File: src/rtl/pinball_screen_pkg.sv
// Shared types and constants for the main-screen post-processing effects.
package pinball_screen_pkg;

    // Effect sequencer states.
    typedef enum logic [2:0] {
        IDLE,
        FLASH,
        FADE_OUT,
        BLACK,
        FADE_IN
    } effect_state_t;

    // RGB332 field positions: R[7:5], G[4:2], B[1:0].
    localparam int R_MSB = 7;
    localparam int R_LSB = 5;
    localparam int G_MSB = 4;
    localparam int G_LSB = 2;
    localparam int B_MSB = 1;
    localparam int B_LSB = 0;

    // Channel tables indexed 0=R, 1=G, 2=B so the scaler can loop over fields.
    localparam int CH_COUNT = 3;
    localparam int CH_MSB [CH_COUNT] = '{R_MSB, G_MSB, B_MSB};
    localparam int CH_LSB [CH_COUNT] = '{R_LSB, G_LSB, B_LSB};

    // Brightness level: 0 is black, LEVEL_MAX is full brightness.
    localparam int LEVEL_W = 4;
    localparam logic [LEVEL_W-1:0] LEVEL_MAX = 4'd8;

endpackage

File: src/rtl/rgb332_scaler.sv
// Combinational brightness scaler for an RGB332 pixel.
// Each channel becomes (channel * level) >> 3, so level 8 passes the pixel
// through unchanged and level 0 gives black. The fractional bits are dropped
// (floor), never rounded.
module rgb332_scaler
    import pinball_screen_pkg::*;
(
    input  logic [7:0]         pixel,
    input  logic [LEVEL_W-1:0] level,
    output logic [7:0]         scaled
);

    genvar gi;
    generate
        for (gi = 0; gi < CH_COUNT; gi++) begin : g_chan
            localparam int W = CH_MSB[gi] - CH_LSB[gi] + 1;

            logic [W-1:0] chan;

            assign chan = pixel[CH_MSB[gi]:CH_LSB[gi]];

            // Both operands are widened so the full product (up to 7*8=56)
            // is kept before the divide-by-8 shift.
            assign scaled[CH_MSB[gi]:CH_LSB[gi]] =
                W'(({{LEVEL_W{1'b0}}, chan} * {{W{1'b0}}, level}) >> 3);
        end
    endgenerate

endmodule

File: src/rtl/screen_effects_fader.sv
// Game-event effects on the main-screen pixel: colour-invert flash and
// frame-timed fade to black / fade back in. All timing is in frames,
// counted on the start-of-frame pulse.
module screen_effects_fader
    import pinball_screen_pkg::*;
#(
    parameter int FLASH_FRAMES     = 4,
    parameter int FADE_STEP_FRAMES = 2
)(
    input  logic               clk,
    input  logic               reset,
    input  logic [7:0]         RGB_screen_main,
    input  logic               startOfFrame,
    input  logic               flash_trigger,
    input  logic               fade_out_req,
    input  logic               fade_in_req,
    output logic [7:0]         RGB_out,
    output logic [LEVEL_W-1:0] fade_level,
    output logic               effect_busy
);

    localparam logic [3:0] FLASH_LOAD = 4'(FLASH_FRAMES);
    localparam logic [3:0] STEP_LAST  = 4'(FADE_STEP_FRAMES - 1);

    effect_state_t        state_reg;
    logic [LEVEL_W-1:0]   level_reg;
    logic [3:0]           flash_cnt_reg;
    logic [3:0]           step_cnt_reg;
    logic                 busy_reg;
    logic [7:0]           rgb_reg;
    logic [7:0]           scaled_pixel;

    rgb332_scaler u_scaler (
        .pixel  (RGB_screen_main),
        .level  (level_reg),
        .scaled (scaled_pixel)
    );

    // Sequencer, frame counters and registered pixel output. The output for
    // the next cycle is chosen from the current state, so a request accepted
    // this cycle first shows on RGB_out two cycles later. effect_busy is
    // written alongside every state change so it tracks state exactly.
    always_ff @(posedge clk) begin
        if (reset) begin
            state_reg     <= IDLE;
            level_reg     <= LEVEL_MAX;
            flash_cnt_reg <= 4'd0;
            step_cnt_reg  <= 4'd0;
            busy_reg      <= 1'b0;
            rgb_reg       <= 8'h00;
        end else begin
            case (state_reg)
                IDLE:     rgb_reg <= RGB_screen_main;
                FLASH:    rgb_reg <= ~RGB_screen_main;
                FADE_OUT: rgb_reg <= scaled_pixel;
                FADE_IN:  rgb_reg <= scaled_pixel;
                default:  rgb_reg <= 8'h00;
            endcase

            case (state_reg)
                IDLE: begin
                    // Fade-out beats a simultaneous flash; fade-in means
                    // nothing when already at full brightness.
                    if (fade_out_req) begin
                        state_reg    <= FADE_OUT;
                        step_cnt_reg <= 4'd0;
                        busy_reg     <= 1'b1;
                    end else if (flash_trigger) begin
                        state_reg     <= FLASH;
                        flash_cnt_reg <= FLASH_LOAD;
                        busy_reg      <= 1'b1;
                    end
                end

                FLASH: begin
                    if (fade_out_req) begin
                        state_reg     <= FADE_OUT;
                        step_cnt_reg  <= 4'd0;
                        flash_cnt_reg <= 4'd0;
                    end else if (flash_trigger) begin
                        // Retrigger restarts the full flash, even on a frame pulse.
                        flash_cnt_reg <= FLASH_LOAD;
                    end else if (startOfFrame) begin
                        if (flash_cnt_reg <= 4'd1) begin
                            state_reg     <= IDLE;
                            flash_cnt_reg <= 4'd0;
                            busy_reg      <= 1'b0;
                        end else begin
                            flash_cnt_reg <= flash_cnt_reg - 4'd1;
                        end
                    end
                end

                FADE_OUT: begin
                    if (fade_in_req && !fade_out_req) begin
                        state_reg    <= FADE_IN;
                        step_cnt_reg <= 4'd0;
                    end else if (startOfFrame) begin
                        if (step_cnt_reg >= STEP_LAST) begin
                            step_cnt_reg <= 4'd0;
                            // Saturate at 0; reaching 0 parks the screen black.
                            if (level_reg <= 4'd1) begin
                                level_reg <= 4'd0;
                                state_reg <= BLACK;
                            end else begin
                                level_reg <= level_reg - 4'd1;
                            end
                        end else begin
                            step_cnt_reg <= step_cnt_reg + 4'd1;
                        end
                    end
                end

                BLACK: begin
                    if (fade_in_req) begin
                        state_reg    <= FADE_IN;
                        step_cnt_reg <= 4'd0;
                    end
                end

                FADE_IN: begin
                    if (fade_out_req) begin
                        state_reg    <= FADE_OUT;
                        step_cnt_reg <= 4'd0;
                    end else if (startOfFrame) begin
                        if (step_cnt_reg >= STEP_LAST) begin
                            step_cnt_reg <= 4'd0;
                            // Saturate at full brightness and hand back to pass-through.
                            if (level_reg >= LEVEL_MAX - 4'd1) begin
                                level_reg <= LEVEL_MAX;
                                state_reg <= IDLE;
                                busy_reg  <= 1'b0;
                            end else begin
                                level_reg <= level_reg + 4'd1;
                            end
                        end else begin
                            step_cnt_reg <= step_cnt_reg + 4'd1;
                        end
                    end
                end

                default: begin
                    state_reg <= IDLE;
                    busy_reg  <= 1'b0;
                end
            endcase
        end
    end

    assign RGB_out     = rgb_reg;
    assign fade_level  = level_reg;
    assign effect_busy = busy_reg;

endmodule
File: config.mk
export PLATFORM = sky130hd
export DESIGN_NAME = screen_effects_fader
export DESIGN_NICKNAME = d
export VERILOG_FILES = /design/src/rtl/pinball_screen_pkg.sv /design/src/rtl/rgb332_scaler.sv /design/src/rtl/screen_effects_fader.sv
export SDC_FILE = /design/constraint.sdc
export NUM_CORES = 1
export LEC_CHECK = 0
export CAP_MARGIN = 20
export CORE_UTILIZATION = 56
export DETAILED_ROUTE_END_ITERATION = 6
export PLACE_DENSITY = 0.8
export SYNTH_ARGS = -nofsm -noshare
export SYNTH_HDL_FRONTEND = slang
export SYNTH_SLANG_ARGS = --single-unit
File: constraint.sdc
create_clock -name clk -period 2.95 [get_ports clk]
set_input_delay 0.885 -clock clk [delete_from_list [all_inputs] [get_ports clk]]
set_output_delay 0.885 -clock clk [all_outputs]
set_load 0.02 [all_outputs]
# == Word level (Yosys, flattened, before mapping) ==
# Index checks and enable logic that the tools add are counted.
# word_totals
regBits,24
word_cells,114
# classes
addsub,4
n_mul,3
order_cmp,4
eq_ne,30
mux,51
bitwise,2
n_reduce_logical,14
# ops
cell,n
2-to-1 mux 4 bit,20
2-to-1 mux 3 bit,15
"!= test 3 bit, second input constant",10
"!= test 2 bit, second input constant",14
case mux 8 bit (3 select lines),1
case mux 4 bit (2 select lines),2
case mux 4 bit (4 select lines),1
case mux 3 bit (5 select lines),1
multiplier 3 x 4 -> 6 bit,2
AND reduction 11 bit,1
2-to-1 mux 1 bit,10
AND reduction 10 bit,1
"adder 4 x 1 -> 4 bit, second input constant",2
"<= comparator 4 x 1 -> 1 bit, second input constant",2
inverter 8 bit,1
"subtractor 4 x 1 -> 4 bit, second input constant",2
AND reduction 7 bit,1
"equality test 3 x 2 -> 1 bit, second input constant",2
OR reduction 2 bit,3
multiplier 2 x 4 -> 5 bit,1
"greater-or-equal comparator 4 x 1 -> 1 bit, second input constant",1
"greater-or-equal comparator 4 x 3 -> 1 bit, second input constant",1
"!= test 4 bit, second input constant",1
case mux 1 bit (4 select lines),1
11 further kinds,12

# == Logic depth before layout (Yosys ltp) ==
# Gate-level depths: netlist of run 1.
# logic_depth
depth_word,6
ltp_mapped,11
depth_no_buf,10

# == Hierarchy ==
# From an unflattened synthesis of run 1, not the netlist that was laid out.
# unflattened
cells_unflattened,272
hier_area_um2,2143.3
# by_module_without_submodules
mod,instances,cells_per_inst,area_each_um2,seq_area_each_um2
screen_effects_fader,1,203,1597.8,480.5
rgb332_scaler,1,69,545.5,0.0

# == Worst setup path after synthesis of run 1 ==
# OpenSTA, ideal clock, no wires.
# synth_timing
path_type,input to register
startpoint,input RGB_screen_main[4]
endpoint,register rgb_reg[2] (netlist: RGB_out[2])
setup_time_ns,0.128
arrival_time_ns,2.642
required_time_ns,2.822
setup_slack_ns,0.180
path_stages,10
n_path_buf,0
cell_sequence,and2_1 > fa_1 > nand3_1 > nor2_1 > fa_1 > mux2i_1 > nor2_1 > a21oi_1 > o22a_2 > nor2_1
# synth_via
elab_chain_cells,2
# synth_lines
item,line_no,text
start: declaration,screen_effects_fader.sv:12,"input logic [7:0] RGB_screen_main,"
multiplier 3 x 4 -> 6 bit,rgb332_scaler.sv:25,"W'(({{LEVEL_W{1'b0}}, chan} * {{W{1'b0}}, level}) >> 3);"
case mux 8 bit (3 select lines),screen_effects_fader.sv:52,case (state_reg)
end signal: assignment,screen_effects_fader.sv:53,IDLE: rgb_reg <= RGB_screen_main;
end signal: assignment,screen_effects_fader.sv:54,FLASH: rgb_reg <= ~RGB_screen_main;
end signal: assignment,screen_effects_fader.sv:55,FADE_OUT: rgb_reg <= scaled_pixel;
end: declaration,screen_effects_fader.sv:30,logic [7:0] rgb_reg;
# Every way passes these cells.
# A chain may end at the register's enable or synchronous reset.

# == Final worst setup path of run 1 ==
# layout_timing
startpoint,input RGB_screen_main[7]
endpoint,register rgb_reg[5] (netlist: RGB_out[5])
# Same word-level chain as after synthesis.

==> flow_results.org, run 1 <==
** Status
- The run finished with clean final reports.

** STA
- Setup repair after global routing left no endpoint under its margin.
- Subtracting the final worst setup slack from the clock period gives between 2000 and 3000 ps.
- Between clock sinks in the finished design, the worst skew comes to between 6 and 7 ps.
- The number of endpoints with negative hold slack in the final report came to 0.
- For the pin with the worst max-slew slack, the measured transition is about 740 ps.
- Count of pins over their slew limit :: 0
- Worst-case headroom to the max-slew limit :: around 51%
- Final clock period utilization by the worst path :: 96.0%
- Static timing analysis puts the maximum clock frequency at approximately 0.35 GHz.
- Setup violations remaining at the end of the flow were counted as 0.

** Worst hold path
- The worst hold path passes through 2 cells.
- Type of the most critical hold path :: register to register

** Power and ir drop
- Power Dens Cells :: around 640 mW/mm^2
- Total power for the finished layout comes to around 1.7 mW.
- VDD sags by at most ~0.42 mV.
- The analysis attributes to cell leakage a power of about 1.1 nW.

** Routing
- Summing over every cut layer, the via total after detailed routing is 2049.
- # DRC :: 0
- DR WL/cell :: ~15 um
- After detailed routing, the total wire length is between 5 and 6 mm.
- Once detail routing completed, the nets flagged for antenna violations numbered 0.
- The first detailed-routing pass took 4 iterations.
- Using the TritonRoute via totals, the vias-per-cell ratio works out to roughly 5.8.
- First DRT Iteration DRCs :: between 150 and 200

** Die
- For this design the top-level I/O count stands at 27.
- Once the floorplan was initialized, standard cells occupied 59.0% of the core.
- The floorplan step set the die width to around 64 um.
- Chip height :: approximately 64 um
- Core region area :: 0.00369 sq mm
- The floorplan step defined a die boundary enclosing 0.00414 sq mm.
- Row count :: 22

** Worst setup path
- For the worst flop-to-flop path, the logic depth is 10.
- In this run the number of cells on the critical path is 11.
- STA classifies the critical path endpoint as a register.
- Counting both buffers and inverters, the worst setup path holds a total of 1.
- Sort of element at the start of the critical path :: input pin
- Crit path max-delay cell type :: sky130_fd_sc_hd__fa_1
- STA puts the critical path data required time at roughly 3100 ps.
- For this run, the slowest stage of the critical path takes slightly above 500 ps.
- Arr. time, crit path :: about 3000 ps
- In this run the worst path has a maximum fanout of 3.
- Walking the worst path, the cells encountered are dlygate4sd2_1 > and2_4 > fa_1 > nand3_2 > nor2_2 > fa_1 > mux2i_1 > nor2_1 > a21oi_1 > o22a_2 > nor2_1.
- Among cell families on the critical path, the largest total delay comes from adder cells.
- Critical path start-end classification :: input pin to register

** Global route
- Vias in the first global route :: ~2000
- Pin count of the biggest net entering global routing :: 25
- Global routing consumed, over all layers together, 28.6% of the routing resources.
- First-pass GRT wire length :: between 9 and 10 mm
- For this run the aggregate overflow at the end of global routing stands at 0.
- The number of antenna violations at the first check in global routing was 0.

** Final layout
- Max reg flops :: 8
- Fill cells in the final layout number 300.
- The number of antenna diodes in the final layout is 0.
- Util after Layout :: 71.8%
- From synthesis to final layout, the design area changed by 21.8%.
- At the end of the flow, the number of nets in the layout was 342.
- Fraction of layout cells with a size suffix above 1 :: approximately 17%

** Placement
- At the end of routability-driven placement, the weighted congestion stood at around 0.85.
- Quantity of I/O buffers inserted on ports :: 26
- Once detailed placement completed, the half-perimeter wirelength came to between 3 and 4 mm.

** CTS
- For the worst-skew pair, the clock arrives at the later sink with an insertion delay of approximately 280 ps.
- The tree is rooted in a sky130_fd_sc_hd__clkbuf_8.
- CTS tree :: done
- Clock tree synthesis inserted a total of 3 buffers.
- Maximum level of the CTS H-tree :: 1
- The longest clock path from root to sink contains 2 buffers.
- After clock tree synthesis, the clock-pin slew on the worst setup and hold paths is 90 ps.
- Clock tree synthesis found a total of 24 sinks.

** Synth
- Number of synthesized flops with an enable pin :: 0
- Mean instance size in the synthesized netlist :: 7.99 sq um
- Counting flops with an async set or reset pin after synthesis yields a share of 0%.
- Primary FF master, synth :: sky130_fd_sc_hd__dfxtp_1
- Post-synthesis net count :: about 300
- Unique masters post-synth :: 63
- For this run, the number of Yosys warnings is 0.
- Register area share after synthesis :: approximately 22%
- Synthesized instance count :: approximately 270
- The cell area that synthesis handed to floorplanning was 0.00217 sq mm.
- Number of synthesized register bits :: 24

** Job
- Across the run, the number of max-cap violations was 0.
[timing repair]
action / CTS / global route
setup endpoints to repair: 4 / 4
pin swaps: 4 / 7
setup buffers: 0 / 1
hold buffers: 0 / 0
hold endpoints to repair: 0 / 0
resized for setup: 11 / 13
[synthesized netlist by cell type (5+ instances only)]
cell type | instances | area, sq um
sky130_fd_sc_hd__fa_1 | 6 | 120
sky130_fd_sc_hd__buf_2 | 6 | 30.0
sky130_fd_sc_hd__nor3_1 | 6 | 30.0
sky130_fd_sc_hd__nand2_1 | 19 | 71.3
sky130_fd_sc_hd__o21ai_0 | 11 | 55.1
sky130_fd_sc_hd__clkbuf_1 | 7 | 26.3
sky130_fd_sc_hd__nor2_1 | 34 | 128
sky130_fd_sc_hd__nor2b_1 | 5 | 31.3
sky130_fd_sc_hd__inv_1 | 13 | 48.8
sky130_fd_sc_hd__xnor2_1 | 5 | 43.8
sky130_fd_sc_hd__and2_1 | 16 | 100
sky130_fd_sc_hd__ha_1 | 16 | 200
sky130_fd_sc_hd__a21oi_1 | 17 | 85.1
sky130_fd_sc_hd__xor2_1 | 7 | 61.3
sky130_fd_sc_hd__dfxtp_1 | 24 | 480
sky130_fd_sc_hd__nand2b_1 | 6 | 37.5
sky130_fd_sc_hd__mux2i_1 | 6 | 60.1
[area by class of cell]
class / count / area, sq um / share of cell area [%]
tap: 48 / 60.1 / 2.27
multi-input combinational: 220 / 1610 / 60.8
timing repair buffer: 44 / 377 / 14.2
clock buffer: 3 / 41.3 / 1.56
clock inverter: 1 / 30.0 / 1.13
inverter: 13 / 48.8 / 1.84
sequential: 24 / 480 / 18.1
[metal layers]
metal | part of all wire, % | vias to the layer above | track usage [%]
met5 | 0 | - | 0
li1 | - | 1014 | -
met2 | 46 | 67 | 46.8
met4 | 1.6 | 0 | 7.22
met1 | 47 | 960 | 38.7
met3 | 5.1 | 8 | 4.64
[worst reg2reg max path, stage by stage, from the launching register on]
cell,delay (ps)
sky130_fd_sc_hd__dfxtp_1,570
sky130_fd_sc_hd__and2_4,230
sky130_fd_sc_hd__fa_1,420
sky130_fd_sc_hd__nand3_2,100
sky130_fd_sc_hd__nor2_4,40
sky130_fd_sc_hd__fa_1,380
sky130_fd_sc_hd__xnor2_1,220
sky130_fd_sc_hd__a211oi_1,110
sky130_fd_sc_hd__nor2_1,130
sky130_fd_sc_hd__o22ai_1,80
sky130_fd_sc_hd__and2_1,170
[stage by stage]
step	TNS [ps]	worst slack, ps	instance area, sq um	hold slack, ps	std cells
2_1_floorplan	0	180	2170	454	272
3_3_place_gp	-1790	-365	2540	453	348
3_5_place_dp	-2180	-469	2540	473	348
4_1_cts	0	19.0	2630	485	352
5_1_grt	0	0.0118	2650	517	353
6_report	0	117	2650	477	353
[worst paths after layout]
kind / from / endpoint / slack, ps
setup / recovery: RGB_screen_main[7] / RGB_out[5] / 120
hold / removal: effect_busy / effect_busy / 480
setup reg to reg: fade_level[2] / RGB_out[3] / 410
hold reg to reg: effect_busy / effect_busy / 480
[kinds of logic after synthesis]
kind of cell | share of synthesized area [%]
simple gates | 27.8
compound gates | 20.7
buf+inv | 5.87
flops | 22.1
fa+ha+maj | 14.7
xor+xnor | 4.83
mux | 3.97
[cell usage in the layout, fill, tap and decap left out, types with 3 or more instances in the layout]
master / n
sky130_fd_sc_hd__inv_1: 13
sky130_fd_sc_hd__nand2_1: 19
sky130_fd_sc_hd__clkbuf_2: 3
sky130_fd_sc_hd__or3_1: 3
sky130_fd_sc_hd__dfxtp_1: 24
sky130_fd_sc_hd__ha_1: 16
sky130_fd_sc_hd__xor2_1: 7
sky130_fd_sc_hd__nor2b_1: 5
sky130_fd_sc_hd__o21ai_0: 11
sky130_fd_sc_hd__clkbuf_8: 3
sky130_fd_sc_hd__clkdlybuf4s50_1: 20
sky130_fd_sc_hd__a21oi_1: 17
sky130_fd_sc_hd__xnor2_1: 4
sky130_fd_sc_hd__mux2i_1: 6
sky130_fd_sc_hd__fa_1: 6
sky130_fd_sc_hd__o22ai_1: 3
sky130_fd_sc_hd__a22oi_1: 4
sky130_fd_sc_hd__and2_1: 11
sky130_fd_sc_hd__nor2_1: 32
sky130_fd_sc_hd__buf_4: 18
sky130_fd_sc_hd__dlygate4sd2_1: 3
sky130_fd_sc_hd__nor3_1: 6
sky130_fd_sc_hd__nand2b_1: 6
sky130_fd_sc_hd__and2_4: 5
sky130_fd_sc_hd__and3_1: 3
[power breakdown]
group	internal [mW]	switching, mW	leakage, nW
Sequential	0.408	0.101	0.197
Clock	0.182	0.116	0.0357
Combinational	0.420	0.470	0.876
Total	1.01	0.687	1.11
No activity file was read; power rests on OpenSTA's default activity.
==> run 2, diff against run 1 <==
--- a/config.mk
+++ b/config.mk
@@ -5,10 +5,10 @@
 export SDC_FILE = /design/constraint.sdc
 export NUM_CORES = 1
 export LEC_CHECK = 0
-export CAP_MARGIN = 20
 export CORE_UTILIZATION = 56
 export DETAILED_ROUTE_END_ITERATION = 6
 export PLACE_DENSITY = 0.8
+export REMOVE_ABC_BUFFERS = 1
 export SYNTH_ARGS = -nofsm -noshare
 export SYNTH_HDL_FRONTEND = slang
 export SYNTH_SLANG_ARGS = --single-unit
==> run 2 against run 1 <==
Sequential share of layout area up 0.095 points. Maximum frequency rose by 0.35%. Non-clock buffer count shrank 1. First-iteration DRC count is 42% lower. Worst hold slack improved by 1.8 ps. Via count down 0.73%. Die area is the same.
==> flow_results.org, run 2 (same netlist as run 1, synthesis figures left out) <==
** Worst setup path
- Number of buffer and inverter instances along the worst setup path :: 1 (unchanged)
- The startpoint class of the critical path was an input pin (unchanged).
- Cell Chain, Critical Path: dlygate4sd2_1 > and2_4 > fa_1 > nand3_2 > nor2_2 > fa_1 > mux2i_1 > nor2_1 > a21oi_1 > o22a_2 > nor2_1 (unchanged).
- The gate family responsible for the most delay along the worst path was adder cells (unchanged).
- Endpoint required time on the critical path :: 3100 ps (was 3120 ps)
- The reg-to-reg endpoint is RGB_out[6] (was RGB_out[3]).
- Arr. time, crit path :: 2970 ps (was 3000 ps)
- The largest stage delay on the critical path is 540 ps (was 510 ps).
- The type of destination of the critical path is a register (unchanged).
- The worst reg2reg path depth came to 9 (was 10).
- The register-to-register setup slack is 570 ps (was 410 ps).
- The start of the worst register-to-register path is fade_level[1] (was fade_level[2]).
- The cell at the slowest stage of the critical path is sky130_fd_sc_hd__fa_1 (unchanged).
- CP max FO :: 3 (unchanged)
- The class of the most critical setup path was input pin to register (unchanged).

** STA
- Shortest clock period the worst path allows after layout :: 2820 ps (was 2830 ps)
- The setup total negative slack was 0 ps (unchanged).
- Count of pins over their slew limit :: 0 (unchanged)
- The highest clock rate came to 0.354 GHz (was 0.353 GHz).
- The slew of the pin with the lowest slew margin is 703 ps (was 739 ps).
- Hold Vio Cnt, Final :: 0 (unchanged)
- The setup skew after layout was 11.4 ps (was 6.27 ps).
- The worst slew margin relative to its limit is 53.1% (was 50.6%).
- Endpoints failing setup :: 0 (unchanged)
- Final hold slack :: 479 ps (was 477 ps)
- Unrepaired setup endpoints after global routing :: false (unchanged)
- The post-route clock period utilization came to 95.7% (was 96.0%).

** Final layout
- Fraction of layout cells with a size suffix above 1 :: 14.5% (was 16.7%)
- The flip-flop count of the largest register after layout is 8 (unchanged).
- The utilization after layout came to 71.4% (was 71.8%).
- The area growth from synthesis to final layout is 21.2% (was 21.8%).
- The post-layout net count came to 341 (was 342).
- Most common cell after layout, fill and taps aside :: sky130_fd_sc_hd__nor2_1 (unchanged)
- Commonest cells after routing, fill and taps aside: sky130_fd_sc_hd__nor2_1 (32), sky130_fd_sc_hd__dfxtp_1 (24), sky130_fd_sc_hd__clkdlybuf4s50_1 (20) (unchanged).
- The antenna diode instance count is 0 (unchanged).

** Routing
- DR WL/cell :: 13.8 um (was 14.9 um)
- # DRC :: 0 (unchanged)
- The first-pass iteration count of the detailed router was 4 (unchanged).
- Routed via count :: 2034 (was 2049)
- The via density per instance came to 5.78 (was 5.80).
- The initial detailed-routing violation count was 93 (was 160).
- The post-detailed-routing wire length came to 4.84 mm (was 5.26 mm).
- Remaining antenna violation count after routing :: 0 (unchanged)

** Global route
- Pin count of the biggest net entering global routing :: 22 (was 25)
- The total congestion overflow after global routing came to 0 (unchanged).
- First-pass GRT wire length :: 8.41 mm (was 9.32 mm)
- The via count of the first global-routing pass came to 1925 (was 2041).
- The global routing usage summed across all routing layers is 25.7% (was 28.6%).
- The number of antenna violations at the first check in global routing is 0 (unchanged).

** CTS
- The number of clock sinks was 24 (unchanged).
- Maximum level of the CTS H-tree :: 1 (unchanged)
- Clock transition time at the flip-flop clock pins of the worst setup and hold paths :: 90 ps (about the same)
- Total of hold buffers inserted after clock tree synthesis :: 0 (unchanged)
- The number of buffers on the longest clock path was 2 (unchanged).
- The root cell of the clock tree is sky130_fd_sc_hd__clkbuf_8 (unchanged).
- Number of buffers created by CTS :: 3 (unchanged)
- The clock latency on the worst-skew pair was 270 ps (was 280 ps).
- CTS tree :: done (unchanged)

** Die
- Core region area :: 0.00369 sq mm (unchanged)
- The overall die height came to 64.3 um (unchanged).
- Effective utilization at floorplan :: 59.0% (unchanged)
- The floorplan die area is 0.00414 sq mm (unchanged).
- I/O pin cnt :: 27 (unchanged)
- Chip Width :: 64.3 um (unchanged)
- The total number of placement rows came to 22 (unchanged).

** Status
- Result of the run :: finished, final reports clean (unchanged)

** Power and ir drop
- Leakage power :: 1.10 nW (was 1.11 nW)
- The worst vdd rail ir drop came to 0.449 mV (was 0.419 mV).
- Power Dens Cells :: 634 mW/mm^2 (was 640 mW/mm^2)

** Placement
- Final HPWL from detailed placement :: 3.72 mm (was 3.89 mm)
- The placer congestion estimate is 0.846 (about the same).
- The count of buffers inserted at the top-level ports was 26 (unchanged).

** Worst hold path
- The class of the worst hold path was register to register (unchanged).
- The worst hold path stage count was 2 (unchanged).
- The endpoint with the worst hold slack is effect_busy (unchanged).
- The startpoint of the worst hold path is effect_busy (unchanged).

** Job
- The max-cap violation count came to 0 (unchanged).
[run 2: cell types whose count changed in the layout (fill, tap and decap cells not counted), sizes merged]
cell / before / now
clkdlybuf4s15: 0 / 2
dlygate4sd2: 3 / 4
clkbuf: 6 / 3
buf: 18 / 17
[run 2: area by class of cell]
class                           instances  area, sq um
Multi-Input combinational cell        220         1590
Fill cell                             294         1050
Sequential cell                        24          480
Timing Repair Buffer                   43          383
Tap cell                               48         60.1
Clock inverter                          1         30.0
Clock buffer                            3         41.3
Inverter                               13         48.8
[run 2: tightest hold or removal path: cells and delay by family, from the launching register on]
family	cells	cell delay (ps)
AO/OA/AOI/OAI	2	110
flip-flops	1	320
[run 2: how the worst max path moves through the flow]
stage	startpoint	endpoint	slack [ps]	cells past startpoint
after floorplan	RGB_screen_main[4]	RGB_out[2]	190	10
after global placement	RGB_screen_main[4]	RGB_out[2]	-370	11
after detailed placement	RGB_screen_main[7]	RGB_out[5]	-450	11
after CTS	RGB_screen_main[7]	RGB_out[5]	60	11
after global routing	RGB_screen_main[6]	RGB_out[5]	3	11
final	RGB_screen_main[3]	RGB_out[2]	130	11
[run 2: per-stage QoR]
stage | worst slack, ps | instance area (sq um) | power [mW] | cells
2_1_floorplan | 185 | 2100 | 1.09 | 257
3_3_place_gp | -369 | 2540 | 1.37 | 348
3_5_place_dp | -453 | 2540 | 1.38 | 348
4_1_cts | 57.5 | 2620 | 1.67 | 352
5_1_grt | 2.78 | 2640 | 1.80 | 352
6_report | 127 | 2640 | 1.67 | 352
[run 2: repair_timing]
action / 4_1_cts / 5_1_grt
setup endpoints to repair: 5 / 4
setup buffers: 0 / 0
gates resized for setup: 12 / 4
endpoints found under the hold margin: 0 / 0
cloned: 0 / 0
pin swaps: 5 / 7
[run 2: where the power goes]
group          switching, mW  internal, mW  total (mW)
clock network          0.110         0.182       0.292
registers              0.101         0.407       0.508
logic                  0.448         0.424       0.872
total                  0.659          1.01        1.67
[run 2: layer usage]
layer	track usage (%)	vias up	wire length [um]
met5	0	-	0
li1	-	1016	-
met4	7.22	0	39
met1	33.7	963	2330
met3	4.82	4	203
met2	42.8	51	2270
==> run 3, diff against run 2 <==
--- a/config.mk
+++ b/config.mk
@@ -5,10 +5,12 @@
 export SDC_FILE = /design/constraint.sdc
 export NUM_CORES = 1
 export LEC_CHECK = 0
+export CORE_MARGIN = 2
 export CORE_UTILIZATION = 56
 export DETAILED_ROUTE_END_ITERATION = 6
 export PLACE_DENSITY = 0.8
 export REMOVE_ABC_BUFFERS = 1
+export SKIP_CTS_REPAIR_TIMING = 1
 export SYNTH_ARGS = -nofsm -noshare
 export SYNTH_HDL_FRONTEND = slang
 export SYNTH_SLANG_ARGS = --single-unit
==> run 3 against run 2 <==
Via count decreased by 0.79%. Critical path depth did not move. Register-to-register slack worse by 260 ps. Flip-flop and latch count is the same. Design area is 0.95% higher. Non-clock buffer count decreased by 3. Cell count decreased by 0.85%. Die area is 6.3% higher. Clock power about the same. Global-route usage decreased by 2.2 points. Clock skew shrank 4.2 ps. Largest cell class unchanged.
==> flow_results.org, run 3 (same netlist as run 1, synthesis figures left out) <==
** STA
- The clock period minus final worst setup slack was 2860 ps (was 2820 ps).
- The post-route clock period utilization came to 96.9% (was 95.7%).
- Final hold slack :: 477 ps (was 479 ps)
- The highest clock rate was 0.350 GHz (was 0.354 GHz).
- The slew of the pin with the lowest slew margin is 875 ps (was 703 ps).
- The setup skew after layout is 7.24 ps (was 11.4 ps).
- The worst setup slack after layout is 92.3 ps (was 127 ps).
- The number of endpoints with negative hold slack in the final report was 0 (unchanged).
- The number of endpoints failing setup at the final stage came to 0 (unchanged).
- The max-slew violation count is 0 (unchanged).
- Unrepaired setup endpoints after global routing: false (unchanged).
- Worst-case headroom to the max-slew limit :: 41.6% (was 53.1%)

** Routing
- Detailed Route WL :: 4.99 mm (was 4.84 mm)
- Routed via count :: 2018 (was 2034)
- Remaining antenna violation count after routing :: 0 (unchanged)
- First DRT Iteration DRCs :: 115 (was 93)
- The post-detailed-route wirelength per cell came to 14.3 um (was 13.8 um).
- Drt first pass iters :: 4 (unchanged)
- The via density per instance is 5.78 (about the same).
- # DRC :: 0 (unchanged)

** CTS
- CTS tree :: done (unchanged)
- Clock insertion delay at the later pin of the skew report :: 280 ps (was 270 ps)
- Clock transition time at the flip-flop clock pins of the worst setup and hold paths :: 90 ps (about the same)
- Number of sinks driven by the clock tree :: 24 (unchanged)
- The deepest level of the CTS H-tree was 1 (unchanged).
- Number of buffers created by CTS :: 3 (unchanged)
- Clock tree root driver cell :: sky130_fd_sc_hd__clkbuf_8 (unchanged)
- Clock Path Buffers :: 2 (unchanged)

** Worst hold path
- Number of stages on the worst hold path :: 2 (unchanged)
- The class of the worst hold path was register to register (unchanged).
- Endpoint of the worst hold path :: effect_busy (unchanged)
- The startpoint of the worst hold path was effect_busy (unchanged).

** Power and ir drop
- The total net switching power came to 676 uW (was 659 uW).
- Proportion of power drawn by combinational gates :: 52.2% (was 52.1%)
- Sequential Power Share :: 30.3% (was 30.4%)
- Leakage power :: 1.14 nW (was 1.10 nW)
- Switching power share of the total :: 40.1% (was 39.4%)
- The total power draw came to 1.69 mW (was 1.67 mW).
- The cell internal power dissipation is 1.01 mW (about the same).
- Power Dens Cells :: 634 mW/mm^2 (about the same)
- The worst vdd rail ir drop came to 0.343 mV (was 0.449 mV).
- The portion of total power attributed to the clock network was 17.4% (was 17.5%).

** Global route
- Total routing usage reported by global routing :: 23.5% (was 25.7%)
- The global-route wire length before repair was 8.17 mm (was 8.41 mm).
- Vias in the first global route :: 1786 (was 1925)
- Antenna violations before repair :: 0 (unchanged)
- The largest net degree at the start of global routing came to 27 (was 22).
- The total congestion overflow after global routing came to 0 (unchanged).

** Final layout
- Fill cell count :: 307 (was 294)
- The combined flip-flop and latch cell area came to 480 sq um (unchanged).
- Max reg flops :: 8 (unchanged)
- Layout overhead on the synthesized area :: 22.3% (was 21.2%)
- Final cell count without fillers :: 349 (was 352)
- Total number of nets in the final design :: 338 (was 341)
- Antenna cell count :: 0 (unchanged)
- The summed area of non-filler cells in the final layout came to 0.00266 sq mm (was 0.00264 sq mm).
- Most common cell after layout, fill and taps aside :: sky130_fd_sc_hd__nor2_1 (unchanged)
- Commonest cells after routing, fill and taps aside: sky130_fd_sc_hd__nor2_1 (32), sky130_fd_sc_hd__dfxtp_1 (24), sky130_fd_sc_hd__clkdlybuf4s50_1 (20) (unchanged).
- The fraction of layout instances using a drive strength above 1 came to 15.6% (was 14.5%).
- Multi-input gate area :: 0.00162 sq mm (was 0.00159 sq mm)

** Placement
- The placer congestion estimate was 0.880 (was 0.846).
- Quantity of I/O buffers inserted on ports :: 26 (unchanged)
- Final HPWL from detailed placement :: 3.69 mm (was 3.72 mm)
- DP Cell Count :: 345 (was 348)
- Setup Slack @ Placement :: -442 ps (was -453 ps)
- Placed instance area :: 0.00252 sq mm (was 0.00254 sq mm)

** Worst setup path
- Minimum setup slack among reg-to-reg paths :: 310 ps (was 570 ps)
- Beginning of the worst register-to-register path :: fade_level[2] (was fade_level[1])
- Critical path start-end classification :: input pin to register (unchanged)
- Arr. time, crit path :: 3010 ps (was 2970 ps)
- Sort of element at the start of the critical path :: input pin (unchanged)
- The endpoint required time on the critical path came to 3110 ps (was 3100 ps).
- The worst reg2reg path depth is 10 (was 9).
- The type of destination of the critical path was a register (unchanged).
- CP max FO :: 3 (unchanged)
- Critical R2R Capture :: RGB_out[2] (was RGB_out[6])

** Die
- The boundary pin count was 27 (unchanged).
- The overall die height was 66.3 um (was 64.3 um).
- The floorplan die area came to 0.00440 sq mm (was 0.00414 sq mm).
- The initial standard-cell utilization of the core is 59.0% (unchanged).
- The area of the core is 0.00369 sq mm (unchanged).
- The total number of placement rows was 22 (unchanged).
- Chip Width :: 66.3 um (was 64.3 um)

** Status
- Result of the run: finished, final reports clean (unchanged).

** Job
- Number of max-cap violations :: 0 (unchanged)
run 3: how the worst max path moves through the flow:
stage,startpoint,to,cells past startpoint
floorplan,RGB_screen_main[4],RGB_out[2],10
global placement,RGB_screen_main[4],RGB_out[2],11
detailed placement,RGB_screen_main[4],RGB_out[2],11
CTS,RGB_screen_main[4],RGB_out[2],11
global route,RGB_screen_main[4],RGB_out[2],11
finish,RGB_screen_main[4],RGB_out[2],11
run 3: area by class of cell:
type	count	share of cell area, %
clock inverter	1	1.13
multi-input combinational	220	60.9
timing repair buffer	40	14.3
clock buffer	3	1.55
tap	48	2.26
inverter	13	1.83
sequential	24	18.1
run 3: power groups by stage:
stage	registers, mW	clock network [mW]	logic, mW
after CTS	0.506	0.300	0.869
after floorplan	0.579	0	0.515
after detailed placement	0.513	0	0.865
final	0.512	0.294	0.881
after global placement	0.512	0	0.841
after global routing	0.523	0.309	0.962
run 3: metal layers:
| layer | GRT usage (%) | vias to the layer above | share of wire (%) |
|---|---|---|---|
| met4 | 3.83 | 0 | 0.96 |
| met3 | 4.09 | 7 | 4.5 |
| met5 | 0 | - | 0 |
| li1 | - | 1007 | - |
| met1 | 33.1 | 956 | 48 |
| met2 | 38.0 | 48 | 47 |
run 3: critical path, cell delays in order:
cell	delay (ps)
sky130_fd_sc_hd__dlymetal6s2s_1	150
sky130_fd_sc_hd__and2_4	170
sky130_fd_sc_hd__fa_1	520
sky130_fd_sc_hd__nand3_1	110
sky130_fd_sc_hd__nor2_2	170
sky130_fd_sc_hd__fa_2	450
sky130_fd_sc_hd__mux2i_1	160
sky130_fd_sc_hd__nor2_1	60
sky130_fd_sc_hd__a21oi_1	140
sky130_fd_sc_hd__o22a_2	160
sky130_fd_sc_hd__nor2_1	40
run 3: per-stage QoR:
step	TNS, ps	utilization (%)
6_report	0	72.1
5_1_grt	0	72.1
4_1_cts	-512	70.3
3_5_place_dp	-2260	68.4
3_3_place_gp	-1810	68.4
2_1_floorplan	0	-
